$ cat src/rtl/scroll_pkg.sv
// Shared definitions for the scroller monitor: glyph codes, segment patterns,
// the expected 8-frame scroll table and the tracking FSM state encoding.
// Pure declarations; no state, no latency, no flow control.
package scroll_pkg;

  // Tracking FSM states
  typedef enum logic [1:0] {
    HUNT = 2'd0,
    SYNC = 2'd1,
    LOCK = 2'd2
  } state_t;

  // Decoded character codes
  localparam logic [3:0] CH_BLANK = 4'h0;
  localparam logic [3:0] CH_F     = 4'h1;
  localparam logic [3:0] CH_P     = 4'h2;
  localparam logic [3:0] CH_G     = 4'h3;
  localparam logic [3:0] CH_A     = 4'h4;
  localparam logic [3:0] CH_BAD   = 4'hF;

  // Active-low segment patterns (bit 6 = segment g, bit 0 = segment a)
  localparam logic [6:0] SEG_BLANK = 7'b1111111;
  localparam logic [6:0] SEG_F     = 7'b0001110;
  localparam logic [6:0] SEG_P     = 7'b0001100;
  localparam logic [6:0] SEG_G     = 7'b0000010;
  localparam logic [6:0] SEG_A     = 7'b0001000;

  // Scroll sequence, entry 0 in the low 16 bits.
  // Entry 4 is the all-blank frame and cannot anchor a lock.
  localparam int          NUM_FRAMES  = 8;
  localparam int          BLANK_FRAME = 4;
  localparam logic [7:0][15:0] FRAME_TABLE = {
    16'h2340,  // 7
    16'h3400,  // 6
    16'h4000,  // 5
    16'h0000,  // 4
    16'h0001,  // 3
    16'h0012,  // 2
    16'h0123,  // 1
    16'h1234   // 0
  };

  // True when any digit of a decoded frame is the undecodable code
  function automatic logic frame_has_bad(input logic [15:0] frame);
    logic bad;
    bad = 1'b0;
    for (int i = 0; i < 4; i++) begin
      if (frame[i*4 +: 4] == CH_BAD) bad = 1'b1;
    end
    return bad;
  endfunction

endpackage

$ cat src/rtl/seg7_to_char.sv
// Decodes one active-low 7-segment pattern into a 4-bit character code.
// Latency: purely combinational.
// Backpressure: none.
module seg7_to_char
  import scroll_pkg::*;
(
  input  logic [6:0] seg,
  output logic [3:0] code
);

  // Map the five known glyphs; anything else is flagged as undecodable
  always_comb begin
    code = CH_BAD;
    case (seg)
      SEG_BLANK: code = CH_BLANK;
      SEG_F:     code = CH_F;
      SEG_P:     code = CH_P;
      SEG_G:     code = CH_G;
      SEG_A:     code = CH_A;
      default:   code = CH_BAD;
    endcase
  end

endmodule

$ cat src/rtl/hex_scroll_monitor.sv
// Watches a 4-digit scrolling display and tracks its position in the 8-frame sequence.
// Latency: outputs update on the clock edge that samples frame_tick (1 cycle).
// Backpressure: none; optional SCROLL_TIMEOUT_EN adds a frame_tick stall watchdog.
module hex_scroll_monitor
  import scroll_pkg::*;
#(
  parameter int TIMEOUT_CYC = 30000000
) (
  input  logic        CLOCK_50,
  input  logic [0:0]  SW,
  input  logic [6:0]  HEX0,
  input  logic [6:0]  HEX1,
  input  logic [6:0]  HEX2,
  input  logic [6:0]  HEX3,
  input  logic        frame_tick,
  output logic [15:0] char_code,
  output logic [2:0]  frame_idx,
  output logic        locked,
  output logic [7:0]  err_cnt,
  output logic        bad_glyph,
  output logic        stall
);

  logic        rst;
  logic [15:0] frame;
  logic        has_bad;
  logic        hunt_hit;
  logic [2:0]  hunt_k;
  logic        pred_match;
  logic        timeout_fire;

  state_t      state, state_n;
  logic [2:0]  pred, pred_n;
  logic [2:0]  idx_n;
  logic        err_inc;

  assign rst = SW[0];

  seg7_to_char u_dec0 (.seg(HEX0), .code(frame[3:0]));
  seg7_to_char u_dec1 (.seg(HEX1), .code(frame[7:4]));
  seg7_to_char u_dec2 (.seg(HEX2), .code(frame[11:8]));
  seg7_to_char u_dec3 (.seg(HEX3), .code(frame[15:12]));

  assign has_bad    = frame_has_bad(frame);
  assign pred_match = !has_bad && (frame == FRAME_TABLE[pred]);

  // Find which non-blank table entry the current frame matches, if any
  always_comb begin
    hunt_hit = 1'b0;
    hunt_k   = 3'd0;
    for (int k = 0; k < NUM_FRAMES; k++) begin
      if (k != BLANK_FRAME && frame == FRAME_TABLE[k]) begin
        hunt_hit = 1'b1;
        hunt_k   = 3'(k);
      end
    end
  end

`ifdef SCROLL_TIMEOUT_EN
  localparam int CW = $clog2(TIMEOUT_CYC + 1);
  logic [CW-1:0] idle_cnt;

  // Fires once, on the cycle the idle count reaches TIMEOUT_CYC
  assign timeout_fire = !frame_tick && (idle_cnt == CW'(TIMEOUT_CYC - 1));

  // Idle-cycle counter; holds at TIMEOUT_CYC until the next tick
  always_ff @(posedge CLOCK_50 or posedge rst) begin
    if (rst) begin
      idle_cnt <= '0;
      stall    <= 1'b0;
    end else if (frame_tick) begin
      idle_cnt <= '0;
      stall    <= 1'b0;
    end else if (idle_cnt != CW'(TIMEOUT_CYC)) begin
      idle_cnt <= idle_cnt + 1'b1;
      if (timeout_fire) stall <= 1'b1;
    end
  end
`else
  assign timeout_fire = 1'b0;
  // No watchdog: stall is constant 0 (parameter referenced only to keep the interface uniform)
  assign stall = 1'b0 & (TIMEOUT_CYC == 0);
`endif

  // Next-state logic: the FSM only moves on sampled frames or a watchdog expiry
  always_comb begin
    state_n = state;
    pred_n  = pred;
    idx_n   = frame_idx;
    err_inc = 1'b0;
    if (frame_tick) begin
      case (state)
        HUNT: begin
          if (hunt_hit) begin
            state_n = SYNC;
            idx_n   = hunt_k;
            pred_n  = hunt_k + 3'd1;
          end
        end
        SYNC, LOCK: begin
          if (pred_match) begin
            state_n = LOCK;
            idx_n   = pred;
            pred_n  = pred + 3'd1;
          end else begin
            state_n = HUNT;
            err_inc = 1'b1;
          end
        end
        default: state_n = HUNT;
      endcase
    end
    if (timeout_fire) state_n = HUNT;
  end

  // FSM, prediction, index and saturating error counter registers
  always_ff @(posedge CLOCK_50 or posedge rst) begin
    if (rst) begin
      state     <= HUNT;
      pred      <= 3'd0;
      frame_idx <= 3'd0;
      err_cnt   <= 8'd0;
    end else begin
      state     <= state_n;
      pred      <= pred_n;
      frame_idx <= idx_n;
      if (err_inc && err_cnt != 8'hFF) err_cnt <= err_cnt + 8'd1;
    end
  end

  // Capture the decoded frame and its glyph-validity flag on each tick
  always_ff @(posedge CLOCK_50 or posedge rst) begin
    if (rst) begin
      char_code <= 16'h0000;
      bad_glyph <= 1'b0;
    end else if (frame_tick) begin
      char_code <= frame;
      bad_glyph <= has_bad;
    end
  end

  assign locked = (state == LOCK);

endmodule
$ cat config.mk
export PLATFORM = sky130hd
export DESIGN_NAME = hex_scroll_monitor
export DESIGN_NICKNAME = d
export VERILOG_FILES = /design/src/rtl/scroll_pkg.sv /design/src/rtl/seg7_to_char.sv /design/src/rtl/hex_scroll_monitor.sv
export SDC_FILE = /design/constraint.sdc
export NUM_CORES = 1
export LEC_CHECK = 0
export ABC_AREA = 1
export ABC_CLOCK_PERIOD_IN_PS = 5600
export BUFFER_PORTS_ARGS = -buffer_cell sky130_fd_sc_hd__buf_2
export CORE_MARGIN = 2
export CORE_UTILIZATION = 55
export CTS_BUF_LIST = sky130_fd_sc_hd__clkbuf_2
export CTS_CLUSTER_DIAMETER = 40
export DETAILED_ROUTE_END_ITERATION = 10
export HOLD_SLACK_MARGIN = 0.12
export PLACE_DENSITY = 0.8
export RECOVER_POWER = 25
export SLEW_MARGIN = 15
export SYNTH_ARGS = -nofsm -noshare
export SYNTH_HDL_FRONTEND = slang
export SYNTH_SLANG_ARGS = --single-unit
$ cat constraint.sdc
create_clock -name CLOCK_50 -period 5.6 [get_ports CLOCK_50]
set_clock_uncertainty 0.1 [all_clocks]
set_input_delay 0.84 -clock CLOCK_50 [delete_from_list [all_inputs] [get_ports CLOCK_50]]
set_output_delay 0.84 -clock CLOCK_50 [all_outputs]
set_load 0.02 [all_outputs]
# == After elaboration in Yosys (flattened, before gate mapping) ==
# Memories as Yosys holds them, arrays and structs flattened.
# Index checks and enable logic that the tools add are counted.
# totals
romBits,128
output_inout_bits,30
inputBits,31
memories,1
ff_bits,33
wordCells,90
# mem_list
name,words,word_bits,rd,rd_ports_with_merged_regs,wr,line,text
(no name shown),8,16,1,0,0,hex_scroll_monitor.sv:45,assign pred_match = !has_bad && (frame == FRAME_TABLE[pred]);
# op_classes
add_sub_neg,3
n_reduce_logical,8
mux,34
magnitude_cmp,1
eq_ne,37
# op_table
operator,count
$eq A7 B4 Y1 const B,12
$pmux W4 S5,4
$eq A16 B14 Y1 const B,2
$eq A7 B2 Y1 const B,4
$eq A7 B7 Y1 const B,4
$mux W3,8
$eq A16 B1 Y1 const B,1
$eq A16 B13 Y1 const B,1
$eq A16 B15 Y1 const B,1
$eq A16 B16 Y1,1
$eq A16 B5 Y1 const B,1
$eq A16 B9 Y1 const B,1
$eq A4 B4 Y1 const B,4
$mux W16,1
$mux W1,15
$pmux W3 S2,2
$add A8 B1 Y8 const B,1
$ne A8 B8 Y1 const B,1
$add A3 B1 Y3 const B,2
$mux W2,3
$lt A3 B4 Y1 const B,1
$ne A2 B2 Y1 const B,2
$pmux W2 S2,1
$reduce_and A4 Y1,1
8 further kinds,9

# == Logic depth before layout (Yosys ltp) ==
# depth
ltp_word,13
depth_mapped,17
depth_no_buf,17

# == By module ==
# From an unflattened synthesis, not the netlist that was laid out.
# unflattened
cells_unflattened,453
hier_area_um2,2733.9
# modules_own_cells
module,cells_per_inst,area_per_inst_um2,n_inst,seq_area_each_um2
hex_scroll_monitor,333,2228.4,1,825.8
seg7_to_char,30,126.4,4,0.0

# == Least setup slack after synthesis ==
# Ideal clock, no wire load.
# synth_timing
path_type,input-to-reg
startpoint,in HEX0[4]
endpoint,reg err_cnt[1]
slack_ps,3233
required_time_ps,5426
cell_stages,14
arrival_time_ps,2193
cell_sequence,nor2_1 > nand2_1 > nor2_2 > nor2_1 > nand2_2 > nand2_1 > xor2_1 > nand2_1 > nor2_2 > nand2_4 > nand3_4 > buf_6 > nand2_1 > o21ai_2
# synth_between
elab_chain_cells,13
elab_cells_between_ends,18
# synth_rtl
element,line,text
from (decl),hex_scroll_monitor.sv:11,"input logic [6:0] HEX0,"
"$eq A7 B4 Y1, or another cell as far along",seg7_to_char.sv:14,case (seg)
$pmux W4 S5 (*),seg7_to_char.sv:14,
$eq A4 B4 Y1,scroll_pkg.sv:48,if (frame[i*4 +: 4] == CH_BAD) bad = 1'b1;
$mux W1 (4 in a row),scroll_pkg.sv:48,
$logic_not A1 Y1,hex_scroll_monitor.sv:45,
$logic_and A1 B1 Y1 (*),hex_scroll_monitor.sv:45,
$mux W1 (*),hex_scroll_monitor.sv:101,if (pred_match) begin
$mux W1 (*),hex_scroll_monitor.sv:92,case (state)
$mux W1 (*),hex_scroll_monitor.sv:91,if (frame_tick) begin
$logic_and A1 B1 Y1 (*),hex_scroll_monitor.sv:127,if (err_inc && err_cnt != 8'hFF) err_cnt <= err_cnt + 8'd1;
to (signal assigned),hex_scroll_monitor.sv:127,
to (decl),hex_scroll_monitor.sv:19,"output logic [7:0] err_cnt,"
# Mark *: on every way between the ends. The rest lies on a longest branch, timed or not.
# A chain may end at the register's enable or synchronous reset.

# == Worst setup path after layout ==
# layout_timing
startpoint,in HEX3[5]
endpoint,reg pred[1]
# layout_between
elab_chain_cells,12
elab_cells_between_ends,37
# layout_rtl
element,line,text
from (decl),hex_scroll_monitor.sv:14,"input logic [6:0] HEX3,"
"$eq A7 B4 Y1, or another cell as far along",seg7_to_char.sv:14,
$pmux W4 S5 (*),seg7_to_char.sv:14,
$eq A16 B9 Y1 or $eq A16 B13 Y1 (tied branches),hex_scroll_monitor.sv:52,if (k != BLANK_FRAME && frame == FRAME_TABLE[k]) begin
$mux W1,hex_scroll_monitor.sv:52,
$mux W2 or $mux W1 (tied branches),hex_scroll_monitor.sv:52,
$mux W3 or $mux W1 (tied branches) (4 in a row),hex_scroll_monitor.sv:52,
$add A3 B1 Y3 or $mux W1 (tied branches),"hex_scroll_monitor.sv:97, hex_scroll_monitor.sv:52",
$mux W3 or $ne A2 B2 Y1 (tied branches),--,
$pmux W3 S2 or $reduce_and A4 Y1 (tied branches),--,
to (signal assigned),hex_scroll_monitor.sv:125,pred <= pred_n;
to (decl),hex_scroll_monitor.sv:33,"logic [2:0] pred, pred_n;"
# Mark *: on every way between the ends. The rest lies on a longest branch, timed or not. The select of a mux whose other input is x is not followed.

==> impl_metrics.csv <==
group,metric,value,unit
timing,fmax,425,MHz
placement,place_ws,2850,ps
status,status,"complete, but fails checks",
worst_setup_path,crit_end,"pred[1]",
pwr,power,869,uW
routing,wl,5690,um
worst_setup_path,r2r_slack,3340,ps
layout,nFillCells,448,
yosys,synth.avg_cell_area,6.53,um2
timing,finalWorstSetupSlack,3240,ps
yosys,synth_area_leader_cell,"dfrtp_1",
routing,ant_nets,0,
timing,maxSlewHeadroom,-12.1,%
placement,hpwl,4640,um
layout,seqCellArea,826,um2
job,cap_violations,1,
global_routing,grt-ovfl-total,0,
timing,finalCritPeriodShare,42.1,%
timing,hold_viol_final,0,
global_routing,grt_use_total,22.6,%
yosys,seq_area_frac_synth,30.7,%
yosys,yosysTopAreaCellShare,30.7,%
yosys,ys_types,36,
floorplanning,num_rows,25,
routing,drc_errors,0,
placement,portBuffers,59,
clock_tree,cts_setup_buffers,0,
yosys,synth_flop_cell,"dfrtp_1",
pwr,cellPowerDensity,284,nW/um2
layout,fin_nets,511,
floorplanning,initial_core_util,57.0,%
clock_tree,tritoncts,"done",
clock_tree,cts_resized,0,
layout,syn_to_final_growth,13.7,%
worst_setup_path,cp_max_fo,9,
clock_tree,hold_buffers,0,
yosys,synthTopCellsByArea,"dfrtp_1 31%, nand2_1 17%, nor2_1 8.9%",
layout,diodes,0,
placement,gp_congestion,0.864,
worst_setup_path,critPathCaptureType,"flop",
worst_setup_path,start_kind,"primary input",
placement,placed_cells,531,
clock_tree,clkTransAtPathRegs,140,ps
clock_tree,cts_buffer_depth,2,
floorplanning,die_y,73.9,um
timing,tightestPinTransition,1680,ps
global_routing,grt_pass1_wl,9850,um
global_routing,grt_start_max_net_pins,34,
yosys,syn-cell-area,2690,um2
layout,multi_input_area,1600,um2
routing,vias,2696,
floorplanning,die_w,73.9,um
yosys,netlist_top_cells_count,"124 x nand2_1, 64 x nor2_1, 48 x inv_1",
clock_tree,root_buffer,"clkbuf_2",
worst_setup_path,setup.worst_path.start,"HEX3[5]",
worst_setup_path,worstPathArrival,2520,ps
global_routing,grt_pass1_vias,2341,
pwr,peakVddDrop,139,uV
worst_setup_path,worst-setup-path-type,"in2reg",
worst_setup_path,timing.rr.end,"pred[1]",
min_path,hp-class,"reg2reg",
clock_tree,cts.sinks,33,
worst_setup_path,r2r_start,"pred[0]",
clock_tree,cts_buffers,5,
yosys,syn_nets,452,
yosys,synth_edf_count,0,
status,violations,"capacitance limit, slew limit",
floorplanning,fp.coreArea,4720,um2
yosys,synthArstFlopShare,100,%
routing,vias_per_cell,5.02,
timing,slew_violations,34,
yosys,yosysMostFrequentCell,"nand2_1",
worst_setup_path,reg2reg_depth,14,
global_routing,antenna_found_initial,0,
floorplanning,die_area,5470,um2
timing,min_period,2360,ps
routing,drtIter0Drc,149,
clock_tree,insertion_delay,360,ps
timing,finalSetupTns,0,ps
routing,drt-pass1-iter-count,4,
routing,wire_per_inst,10.6,um
timing,holdWs,392,ps
pwr,leakage,0.00162,uW
layout,stdcell_count,537,
clock_tree,cts_max_level,2,
timing,rsz0062_at_grt,"no",
yosys,syn_inst,412,
floorplanning,io_pins,61,
yosys,synth_warnings,0,
yosys,synth_seq_cells,33,
layout,final_layout_size_suffix_gt1_share,22.3,%
timing,setup_violations,0,
worst_setup_path,worstPathRequired,5770,ps
-- worst max-delay path, cell delays in order --
cell and delay (ps):
buf_2 100, inv_1 60, nand2_1 60, nor2_2 160
nand3_2 200, nand4_4 180, nand2_1 80, inv_1 70
nand2_1 50, nor2_1 90, nand2_1 90, nor2_4 120
nand2_4 80, nand2_4 100, nand3_4 100, nand2_1 80
nand2_1 60
-- sequential cells by signal, indices dropped and copies added (netlist names) --
| name | cells |
|---|---|
| state | 2 |
| char_code | 16 |
| err_cnt | 8 |
| frame_idx | 3 |
| pred | 3 |
| bad_glyph | 1 |
-- per-stage QoR --
stage | cell area, um2 | util, %
finish | 3060 | 64.7
CTS | 3060 | 64.8
global placement | 3030 | 64.2
detailed placement | 3030 | 64.2
global route | 3060 | 64.7
floorplan | 2690 | -
-- cell usage in the layout, fill, tap and decap left out, drive strengths merged --
master and count:
o21ai 21, xor2 5, clkbuf 6, nand3 26, nand3b 1, nand4 18
o211ai 1, nor3 3, a31oi 14, a21oi 2, xnor2 3, nor2 73
nand2 133, buf 59, ha 9, dfrtp 33, clkinv 2, conb 1
o21bai 1, inv 58, or2 1
-- cell type report --
class | count | share of cell area [%]
timing repair buffer | 60 | 9.78
clock inverter | 1 | 0.164
multi-input combinational | 312 | 52.3
clock buffer | 5 | 0.818
tap | 67 | 2.74
sequential | 33 | 27.0
inverter | 59 | 7.24
-- cells by family after synthesis --
group           count (synthesis)  synth area share [%]
buf+inv                        67                  9.91
compound gates                 39                  8.51
flops                          33                  30.7
fa+ha+maj                       9                  4.19
other cells                     1                 0.139
xor+xnor                        8                  2.60
simple gates                  255                  44.0
-- worst min-delay path by stage --
stage | from | to | slack [ps] | depth (start not counted)
after floorplan | pred[0] | pred[0] | 410 | 2
after global placement | frame_idx[1] | frame_idx[1] | 350 | 2
after detailed placement | frame_idx[0] | frame_idx[0] | 360 | 2
after CTS | frame_idx[0] | frame_idx[0] | 390 | 2
after global routing | frame_idx[0] | frame_idx[0] | 420 | 2
final | frame_idx[0] | frame_idx[0] | 390 | 2
-- power breakdown --
| part | internal (uW) | switching, uW |
|---|---|---|
| Sequential | 281 | 49.3 |
| Combinational | 153 | 288 |
| Clock | 25.4 | 73.3 |
-- layer usage --
metal / vias to the layer above / part of all wire (%) / GRT usage [%]
li1: 1426 / - / -
met1: 1183 / 48 / 30.7
met2: 80 / 45 / 36.7
met3: 7 / 5.6 / 4.47
met4: 0 / 1.4 / 6.26
met5: - / 0 / 0
Power figures use the tool's default switching activity.
